**src/rtl/if_id_fetch_buffer.sv**
```systemverilog
// IF/ID decoupling buffer: a circular queue of fetched instructions, presenting the
// oldest entry to decode and discarding everything on a pipeline flush.

package if_id_fetch_buffer_pkg;
    typedef struct packed {
        logic [31:0] instr;
        logic [31:0] pc;
        logic        delayslot;
        logic        adel;
    } fetch_entry_t;
endpackage

module if_id_fetch_buffer
    import if_id_fetch_buffer_pkg::*;
#(
    parameter int unsigned DEPTH    = 2,
    parameter logic [31:0] RESET_PC = 32'hBFC00000
) (
    input  logic                     clk,
    input  logic                     rst,
    input  logic                     flush,
    input  logic                     in_valid,
    output logic                     in_ready,
    input  logic [31:0]              in_instr,
    input  logic [31:0]              in_pc,
    input  logic                     in_delayslot,
    output logic                     out_valid,
    input  logic                     out_ready,
    output logic [31:0]              instrD,
    output logic [31:0]              pcD,
    output logic                     delayslotD,
    output logic                     adelD,
    output logic [$clog2(DEPTH):0]   count
);

    localparam int unsigned PW = $clog2(DEPTH);
    localparam int unsigned CW = PW + 1;

    fetch_entry_t    mem [DEPTH];
    fetch_entry_t    head;
    fetch_entry_t    wr_entry;
    logic [PW-1:0]   rd_ptr;
    logic [PW-1:0]   wr_ptr;
    logic [CW-1:0]   count_q;
    logic [31:0]     last_pc;
    logic            push;
    logic            pop;
    logic            in_adel;

    // Handshake flags decode from registered occupancy only.
    assign in_ready  = (count_q < CW'(DEPTH));
    assign out_valid = (count_q != '0);
    assign count     = count_q;

    assign push    = in_valid & in_ready & ~flush;
    assign pop     = out_valid & out_ready & ~flush;
    assign in_adel = (in_pc[1:0] != 2'b00);

    // Misaligned fetches store a nop so decode sees no spurious controls.
    always_comb begin
        wr_entry.instr     = in_adel ? 32'h0 : in_instr;
        wr_entry.pc        = in_pc;
        wr_entry.delayslot = in_delayslot;
        wr_entry.adel      = in_adel;
    end

    always_ff @(posedge clk) begin
        if (push) begin
            mem[wr_ptr] <= wr_entry;
        end
    end

    always_ff @(posedge clk) begin
        if (rst) begin
            rd_ptr  <= '0;
            wr_ptr  <= '0;
            count_q <= '0;
            last_pc <= RESET_PC;
        end else if (flush) begin
            rd_ptr  <= '0;
            wr_ptr  <= '0;
            count_q <= '0;
        end else begin
            if (push) begin
                wr_ptr <= wr_ptr + PW'(1);
            end
            if (pop) begin
                rd_ptr  <= rd_ptr + PW'(1);
                last_pc <= mem[rd_ptr].pc;
            end
            case ({push, pop})
                2'b10:   count_q <= count_q + CW'(1);
                2'b01:   count_q <= count_q - CW'(1);
                default: count_q <= count_q;
            endcase
        end
    end

    // Head view; pcD falls back to the last consumed PC while empty.
    always_comb begin
        head       = mem[rd_ptr];
        instrD     = out_valid ? head.instr : 32'h0;
        pcD        = out_valid ? head.pc : last_pc;
        delayslotD = out_valid & head.delayslot;
        adelD      = out_valid & head.adel;
    end

endmodule
```
**config.mk**
```make
export PLATFORM = sky130hd
export DESIGN_NAME = if_id_fetch_buffer
export DESIGN_NICKNAME = d
export VERILOG_FILES = /design/src/rtl/if_id_fetch_buffer.sv
export SDC_FILE = /design/constraint.sdc
export NUM_CORES = 1
export LEC_CHECK = 0
export CORE_MARGIN = 4
export CORE_UTILIZATION = 46
export DETAILED_ROUTE_END_ITERATION = 8
export GPL_ROUTABILITY_DRIVEN = 0
export PLACE_DENSITY_LB_ADDON = 0.1
export SYNTH_ARGS = -nofsm -noshare
export SYNTH_HDL_FRONTEND = slang
export SYNTH_SLANG_ARGS = --single-unit
export TNS_END_PERCENT = 5
```
**constraint.sdc**
```tcl
create_clock -name clk -period 4.28 [get_ports clk]
set_clock_uncertainty 0.2 [all_clocks]
set_input_delay 0.428 -clock clk [delete_from_list [all_inputs] [get_ports clk]]
set_output_delay 0.428 -clock clk [all_outputs]
set_load 0.05 [all_outputs]
```
==> flow_summary.ini <==
[sta]
max-slew-margin-rel = 0.384
max_slew.worst_pin.slew_ns = 0.923
fin_setup_tns_ns = 0
fmax_mhz = 248
setup_violations = 0
rsz0062_at_grt = no
period_minus_slack_ns = 4.03
finalHoldViolCount = 0
layout_worst_path_cycle_share = 0.941
maxSlewViolCount = 0

[setup_path]
path_cells = nor2_4, inv_2, buf_4, a21oi_1, clkdlybuf4s50_1
critPathMaxFanout = 35
path_buf_inv = 3
crit_path_end_kind = primary output
crit_type = reg -> out
critPathArrivalTime_ns = 3.40
regToRegStartpoint = count[1]
start_kind = flop
cp_slowest_cell = clkdlybuf4s50_1
cp-startpoint = count[0]
slowest_delay_ns = 0.83
cp_top_family = buffers and inverters
reg2reg_setup_slack_ns = 1.62
worstPathRequired_ns = 3.65

[logic_synthesis]
synth.top_cell.area_share = 0.575
syn_inst = 491
synth_seq_area_share = 0.682
ys_types = 29
yosysMostFrequentCell = edfxtp_1
ys_ff_latch = 169
synth-edff-count = 132
ys_warn_count = 0
ys.flop_type = edfxtp_1
synthesis.area_sq_mm = 0.00689
synth_common_cells = 132 x edfxtp_1, 68 x nor2_1, 66 x mux2i_1
synthesis.nets = 562
synth_area_per_cell_sq_um = 14.0
synth_area_leader_cell = edfxtp_1
ys_top_cells_by_area = edfxtp_1 57%, dfxtp_1 11%, mux2i_1 9.6%
async_reset_ff_frac = 0

[global_route]
antenna_found_initial = 0
overflow = 0
grt_max_degree = 67
grt_pass1_wl_um = 21800
first_global_vias = 4382
gr-usage-all-layers = 0.168

[clock_tree]
clkSinkCount = 169
cts_made_buffers = 17
ctsResizeCount = 0
ctsHoldBuffers = 0
postCtsSetupRepairBufs = 0
clock_path_buffers = 2
cts_tree = built
cts-root-buf = clkbuf_16
ctsHtreeMaxLevel = 4
clk_pin_slew_worst_paths_ns = 0.06
clk_latency_ns = 0.41

[floorplan]
rows = 44
coreArea_sq_mm = 0.0146
initial_utilization = 0.473
die_height_um = 130
boundaryPins = 140
dieArea_sq_mm = 0.0170
die_w_um = 130

[route]
num_vias = 4197
drtIter0Drc = 253
firstDrtPassIters = 5
drc = 0
totalWireLength_um = 13800
drt.antenna.violating_nets = 0
routed_via_density = 5.16
avgRoutedWirePerCell_um = 17.0

[power_and_ir_drop]
ir_drop_mv = 0.282
power_density_mw_per_mm2 = 418
power_leakage_nw = 2.85

[place]
dp.cells = 783
post-dp-hpwl_um = 8650
port_buffers = 139

[worst_hold_path]
hold_class = reg -> reg
worstHoldStart = last_pc[27]

[finish]
nFillCells = 1125
final_cell_count_no_fill = 814
fin_nets = 689
diodes = 0
areaGrowthSynthToFinish_pct = 30.1
utilization = 0.615
drive_gt1_frac = 0.100

[status]
status = completed

[flow_run]
maxCapViolCount = 0
path summary, 6_finish.rpt:
check,end,depth (start not counted)
hold reg to reg,last_pc[27],1
hold / removal,last_pc[27],1
setup / recovery,pcD[26],5
setup reg to reg,count[1],7
cells in the final DEF (no fill, tap or decap), drive strengths merged:
cell type / count
inv: 6
o21ai: 2
nor3b: 1
dfxtp: 37
nor3: 13
ha: 1
mux2i: 66
nand2: 1
bufinv: 4
or3: 1
a211oi: 24
clkbuf: 21
xnor2: 3
and2: 33
a21oi: 55
nor2: 69
buf: 6
xor2: 1
o21a: 1
edfxtp: 132
clkdlybuf4s50: 138
a211o: 9
clkinv: 6
cells by family (layout without fill, tap and decap cells):
family | after synthesis | in the layout | share of synthesized area
DFF | 169 | 169 | 0.682
xor gates and xnor gates | 4 | 4 | 0.00508
AOI/OAI and AO/OA | 91 | 91 | 0.0944
buffers and inverters | 42 | 181 | 0.0368
and+or+nand+nor | 118 | 118 | 0.0837
adders and majority gates | 1 | 1 | 0.00181
muxes | 66 | 66 | 0.0958
layer usage:
layer  vias to the layer above  GRT usage  wire length (um)
met5                         -          0                 0
met4                         0     0.0611               159
met3                        14     0.0569               845
met1                      2005      0.206              5990
met2                       123      0.278              6850
li1                       2055          -                 -
final cells by class:
cell class	instances	area, sq um	share of cell area
repair buffers	144	1450	0.162
multi-input cells	280	1950	0.217
flip-flops and latches	169	4710	0.525
clock buffers	21	460	0.0513
well taps	184	230	0.0257
clock inverters	10	149	0.0166
inverters	6	27.5	0.00307
stage by stage:
step	setup slack, ns	hold slack (ns)	power [mW]	cell area (sq um)
final	0.253	0.263	3.75	8970
after global routing	0.0126	0.287	3.88	8970
after CTS	0.168	0.268	3.79	8970
after detailed placement	0.604	0.254	2.23	8360
after global placement	0.706	0.244	2.22	8360
after floorplan	0.931	0.236	2.08	6900
sequential cells by signal, summed over array words and instances (netlist names), named ones only:
signal and count:
mem 132, last_pc 32, count 2, rd_ptr 1, wr_ptr 1
power breakdown:
group          internal (mW)  switching, mW  total [mW]
sequential              1.81         0.0150        1.83
clock                  0.997          0.559        1.56
combinational          0.143          0.223       0.366
total                   2.95          0.797        3.75
No activity file was read; power rests on OpenSTA's default activity.
==> edit 1, RTL diff (same flow settings) <==
Set the parameter `DEPTH` to 4 (it was 2).
--- a/src/rtl/if_id_fetch_buffer.sv
+++ b/src/rtl/if_id_fetch_buffer.sv
@@ -15,3 +15,3 @@
 #(
-    parameter int unsigned DEPTH    = 2,
+    parameter int unsigned DEPTH    = 4,
     parameter logic [31:0] RESET_PC = 32'hBFC00000
Interface: changed (resized count); port bits go from 140 to 141. The function was not compared with the original's and may differ.
==> edit 1 against the original RTL <==
  * Sequential share of layout area grew 6.6 points
  * Worst setup slack gained 0.39 ns
  * Register-to-register slack worse by 0.33 ns
  * Final area is 65% higher
  * Sequential cell count increased by 136
  * Maximum frequency up 11%
  * Sequential power rose by 80%
  * Highest routed layer is now met5
  * Combinational power rose by 16%
  * Count of clock-buffer cells in the layout rose by 23
  * Area after synthesis up 74%
  * Wire length increased by 84%
  * Total power increased by 68%
==> edit 1: results (changes against the original RTL) <==
[status]
outcome=finished, final reports clean

[final_layout]
nets=938  ; +36%
largest_register_ff_count=264  ; +100%
drive_gt1_frac=0.158  ; +0.0584

[clock_network]
insertion_delay_ns=0.49  ; +0.08 ns
cts_max_level=2  ; -2
cts_buffer_depth=3  ; +1

[critical_path]
reg2reg_slack_ns=1.29  ; -0.33 ns
critPathMaxStageDelay_ns=0.76  ; -0.07 ns
worst-r2r-cell-count=10  ; +3
cp.arrival_ns=3.01  ; -0.39 ns
crit_slowest_cell=dfxtp_4
worstReg2RegStart=count[2]

[yosys]
seq_area_frac_synth=0.728  ; +0.0459
synth_edf_count=264  ; +100%
yosysUniqueCellTypes=30  ; +3.4%

[detailed_routing]
drt_iter0_markers=452  ; +79%
avgRoutedWirePerCell_um=20.9  ; +23%

[pwr]
leakage_uw=0.00486  ; +70%
max-vdd-ir-drop_uv=354  ; +25%

[worst_hold_path]
min_to=last_pc[24]
hp-start=last_pc[24]

[global_routing]
grt_max_degree=59  ; -12%
antenna_found_initial=1  ; +1
grt_pass1_wl_um=40300  ; +85%

[placement]
io_buffer_count=140  ; +0.72%
place_hpwl_um=15100  ; +74%

[sta]
tightestPinTransition_ns=1.09  ; +0.166 ns

-- edit 1: worst max path at each step --
stage                            end      start  slack (ns)  depth (start not counted)
after global placement     instrD[6]  flip-flop        1.09                          4
after CTS                  instrD[6]  flip-flop        0.54                          4
after global routing      instrD[16]  flip-flop        0.44                          4
after floorplan            mem[0][0]   count[2]        1.10                          2
after detailed placement   instrD[6]  flip-flop        1.08                          4
final                      instrD[6]  flip-flop        0.64                          4
-- edit 1: routing by layer --
layer  GRT usage  share of wire  routed length [µm]
met2       0.313           0.50               12700
met3      0.0375          0.059                1500
met4      0.0462          0.019                 484
met5           0        0.00051                  13
met1       0.232           0.42               10700
-- edit 1: critical path, delay by kind of cell (launching register included) --
kind	cells	cell delay, ns
muxes	1	0.54
buffers and inverters	2	1.01
DFF	1	0.76
and+or+nand+nor	1	0.19
-- edit 1: where the power goes --
group | switching, µW | leakage, µW | internal (µW) | total, µW
combinational | 255 | 0.00166 | 169 | 424
sequential | 13.7 | 0.00271 | 3270 | 3290
clock | 1070 | 0.000493 | 1520 | 2600
-- edit 1: area by class of cell --
| type | instances | area [µm²] |
|---|---|---|
| repair buffers | 158 | 1590 |
| clock buffers | 44 | 930 |
| well taps | 330 | 413 |
| flip-flops and latches | 305 | 8760 |
| clock inverters | 14 | 65.1 |
| inverters | 11 | 42.5 |
| fillers | 1959 | 10600 |
| multi-input cells | 352 | 3030 |
-- edit 1: kinds of logic after synthesis --
kind of cell / after synthesis / share of synthesized area
xor gates and xnor gates: 3 / 0.00219
buffers and inverters: 55 / 0.0209
muxes: 67 / 0.125
and+or+nand+nor: 213 / 0.0879
DFF: 305 / 0.728
AOI/OAI and AO/OA: 63 / 0.0293
adders and majority gates: 6 / 0.00687
-- edit 1: metrics by stage --
step	power, µW	setup WS (ns)	instances	area, µm²
final	6310	0.644	1214	14800
after global placement	3770	1.09	1156	13800
after detailed placement	3780	1.08	1156	13800
after floorplan	3590	1.10	712	12000
after global routing	6550	0.444	1214	14800
after CTS	6380	0.539	1214	14800
==> edit 2, RTL diff (config.mk and constraints unchanged) <==
Made on the original files. Make the reset (`rst`) asynchronous in one clocked block.
--- a/src/rtl/if_id_fetch_buffer.sv
+++ b/src/rtl/if_id_fetch_buffer.sv
@@ -72,3 +72,3 @@
 
-    always_ff @(posedge clk) begin
+    always_ff @(posedge clk or posedge rst) begin
         if (rst) begin
Formal check against the unedited RTL: differs if rst is asserted again (counterexample within 4 cycles, from zero or initial values and one cycle with rst high); with rst held inactive, the same outputs for 4 cycles.
==> edit 2 against the original RTL <==
  * Maximum frequency rose by 15%
  * Sequential cell count shrank 1
  * Area after synthesis rose by 0.40%
  * Wire length hardly changed
  * Final area rose by 1.6%
  * Worst setup slack better by 0.54 ns
  * Cell count shrank 0.12%
Power is not compared: it rests on default switching activity, and its combinational part moved more than twofold at a synthesized area within 25%.
==> edit 2: results (changes against the original RTL) <==
[detailed_routing]
vias=4172  ; -0.60%
drt_iter0_markers=250  ; -1.2%
dr.pass1.iters=5  ; unchanged
avgRoutedWirePerCell_um=17.0  ; +0.13%

[sta]
tns_ns=0  ; unchanged
tightestPinTransition_ns=1.08  ; +0.157 ns

[final_layout]
regMostFlops=mem
layoutNonFillerInstCount=813  ; -0.12%
nets=686  ; -0.44%
largest_register_ff_count=132  ; unchanged
drive_gt1_frac=0.137  ; +0.0367
n_antenna_cell=0  ; unchanged

[pwr]
max-vdd-ir-drop_uv=271
leakage_uw=0.00319

[global_routing]
grt_max_degree=58  ; -13%
antenna_found_initial=2  ; +2
grtUsageTotal=0.170  ; +0.00247
grt_pass1_vias=4406  ; +0.55%
grt_pass1_wl_um=21800  ; about the same

[yosys]
synth_ff_type=edfxtp_1
synth_warnings=0  ; unchanged
synth_area_leaders=edfxtp_1 (57%), dfrtp_1 (9.8%), mux2i_1 (7.4%)
synth_xor_area_frac=0.00253  ; -0.00255
synth-compound-area-share=0.0461  ; -0.0483
synth_mux_area_frac=0.131  ; +0.0354
netlist_instances=481  ; -2.0%
async_reset_ff_frac=0.214  ; +0.214
yosysUniqueCellTypes=27  ; -6.9%
synthTopCellsByCount=edfxtp_1 (132), nor2_1 (101), mux2i_1 (51)
synth_fa_ha_area_frac=0  ; -0.00181
syn_nets=551  ; -2.0%
seq_area_frac_synth=0.704  ; +0.0221
synth_edf_count=132  ; unchanged

[placement]
place_ws_ns=1.23  ; +0.629 ns
dp_cells=781  ; -0.26%
io_buffer_count=139  ; unchanged
place_area_um2=8510  ; +1.8%
place_hpwl_um=8470  ; -2.0%

[clock_network]
postCtsSetupRepairBufs=0  ; unchanged
cts_resized=0  ; unchanged
clockRootBuffer=clkbuf_16
insertion_delay_ns=0.42
cts_buffer_depth=2  ; unchanged
cts_max_level=4  ; unchanged

[status]
outcome=finished, final reports clean

[worst_hold_path]
hold_path.class=in2async

[critical_path]
cp.arrival_ns=2.86  ; -0.54 ns
path_max_fanout=49  ; +40%
worst-r2r-cell-count=3  ; -4

-- edit 2: cell count changes in the layout (fill, tap and decap cells not counted), moves of 19 or more --
cell / before / now
a211oi_2: 19 / 0
a21oi_1: 55 / 18
dfrtp_1: 0 / 26
dfxtp_1: 36 / 0
mux2_2: 0 / 22
nor2_1: 67 / 100
-- edit 2: path summary, 6_finish.rpt --
| path | start | end | slack, ns |
|---|---|---|---|
| min in group clk | last_pc[6] | last_pc[6] | 0.31 |
| worst max register to register | count[1] | mem[1][49] | 1.85 |
| worst min register to register | last_pc[6] | last_pc[6] | 0.31 |
| worst min-delay path | rst | last_pc[0] | 0.23 |
| worst max-delay path | count[1] | pcD[9] | 0.79 |
| max in group asynchronous | rst | rd_ptr | 3.27 |
-- edit 2: power breakdown --
group / total [µW] / switching, µW / internal (µW)
clock: 1510 / 619 / 893
combinational: 1130 / 696 / 432
sequential: 2020 / 82.4 / 1940
-- edit 2: worst max-delay path, stage by stage (launching register included) --
cell and delay [ns]:
dfrtp_1 0.53, nor2_4 0.06, inv_2 0.61, nor2_1 0.08, a21oi_1 0.28, clkdlybuf4s50_1 0.86
-- edit 2: final cells by class --
cell class / instances / area, µm²
Fill cell: 1133 / 5530
Sequential cell: 168 / 4880
Clock inverter: 13 / 145
Tap cell: 184 / 230
Inverter: 4 / 15.0
Clock buffer: 19 / 453
Timing Repair Buffer: 145 / 1470
Multi-Input combinational cell: 280 / 1910
-- edit 2: routing by layer --
metal,routed length [µm],vias up,global-route usage
met3,784,22,0.0561
li1,-,1997,-
met1,5690,2042,0.198
met4,263,4,0.0702
met2,7070,107,0.292
met5,25,-,0
-- edit 2: metrics by stage --
stage / util / hold slack, ns
5_1_grt: 0.622 / 0.273
6_report: 0.622 / 0.235
4_1_cts: 0.622 / 0.243
3_5_place_dp: 0.581 / 0.293
3_3_place_gp: 0.581 / 0.283
2_1_floorplan: - / 0.274
-- edit 2: kinds of logic after synthesis --
family | Yosys count
AOI/OAI and AO/OA | 53
muxes | 83
xor gates and xnor gates | 2
DFF | 168
and+or+nand+nor | 142
buffers and inverters | 33
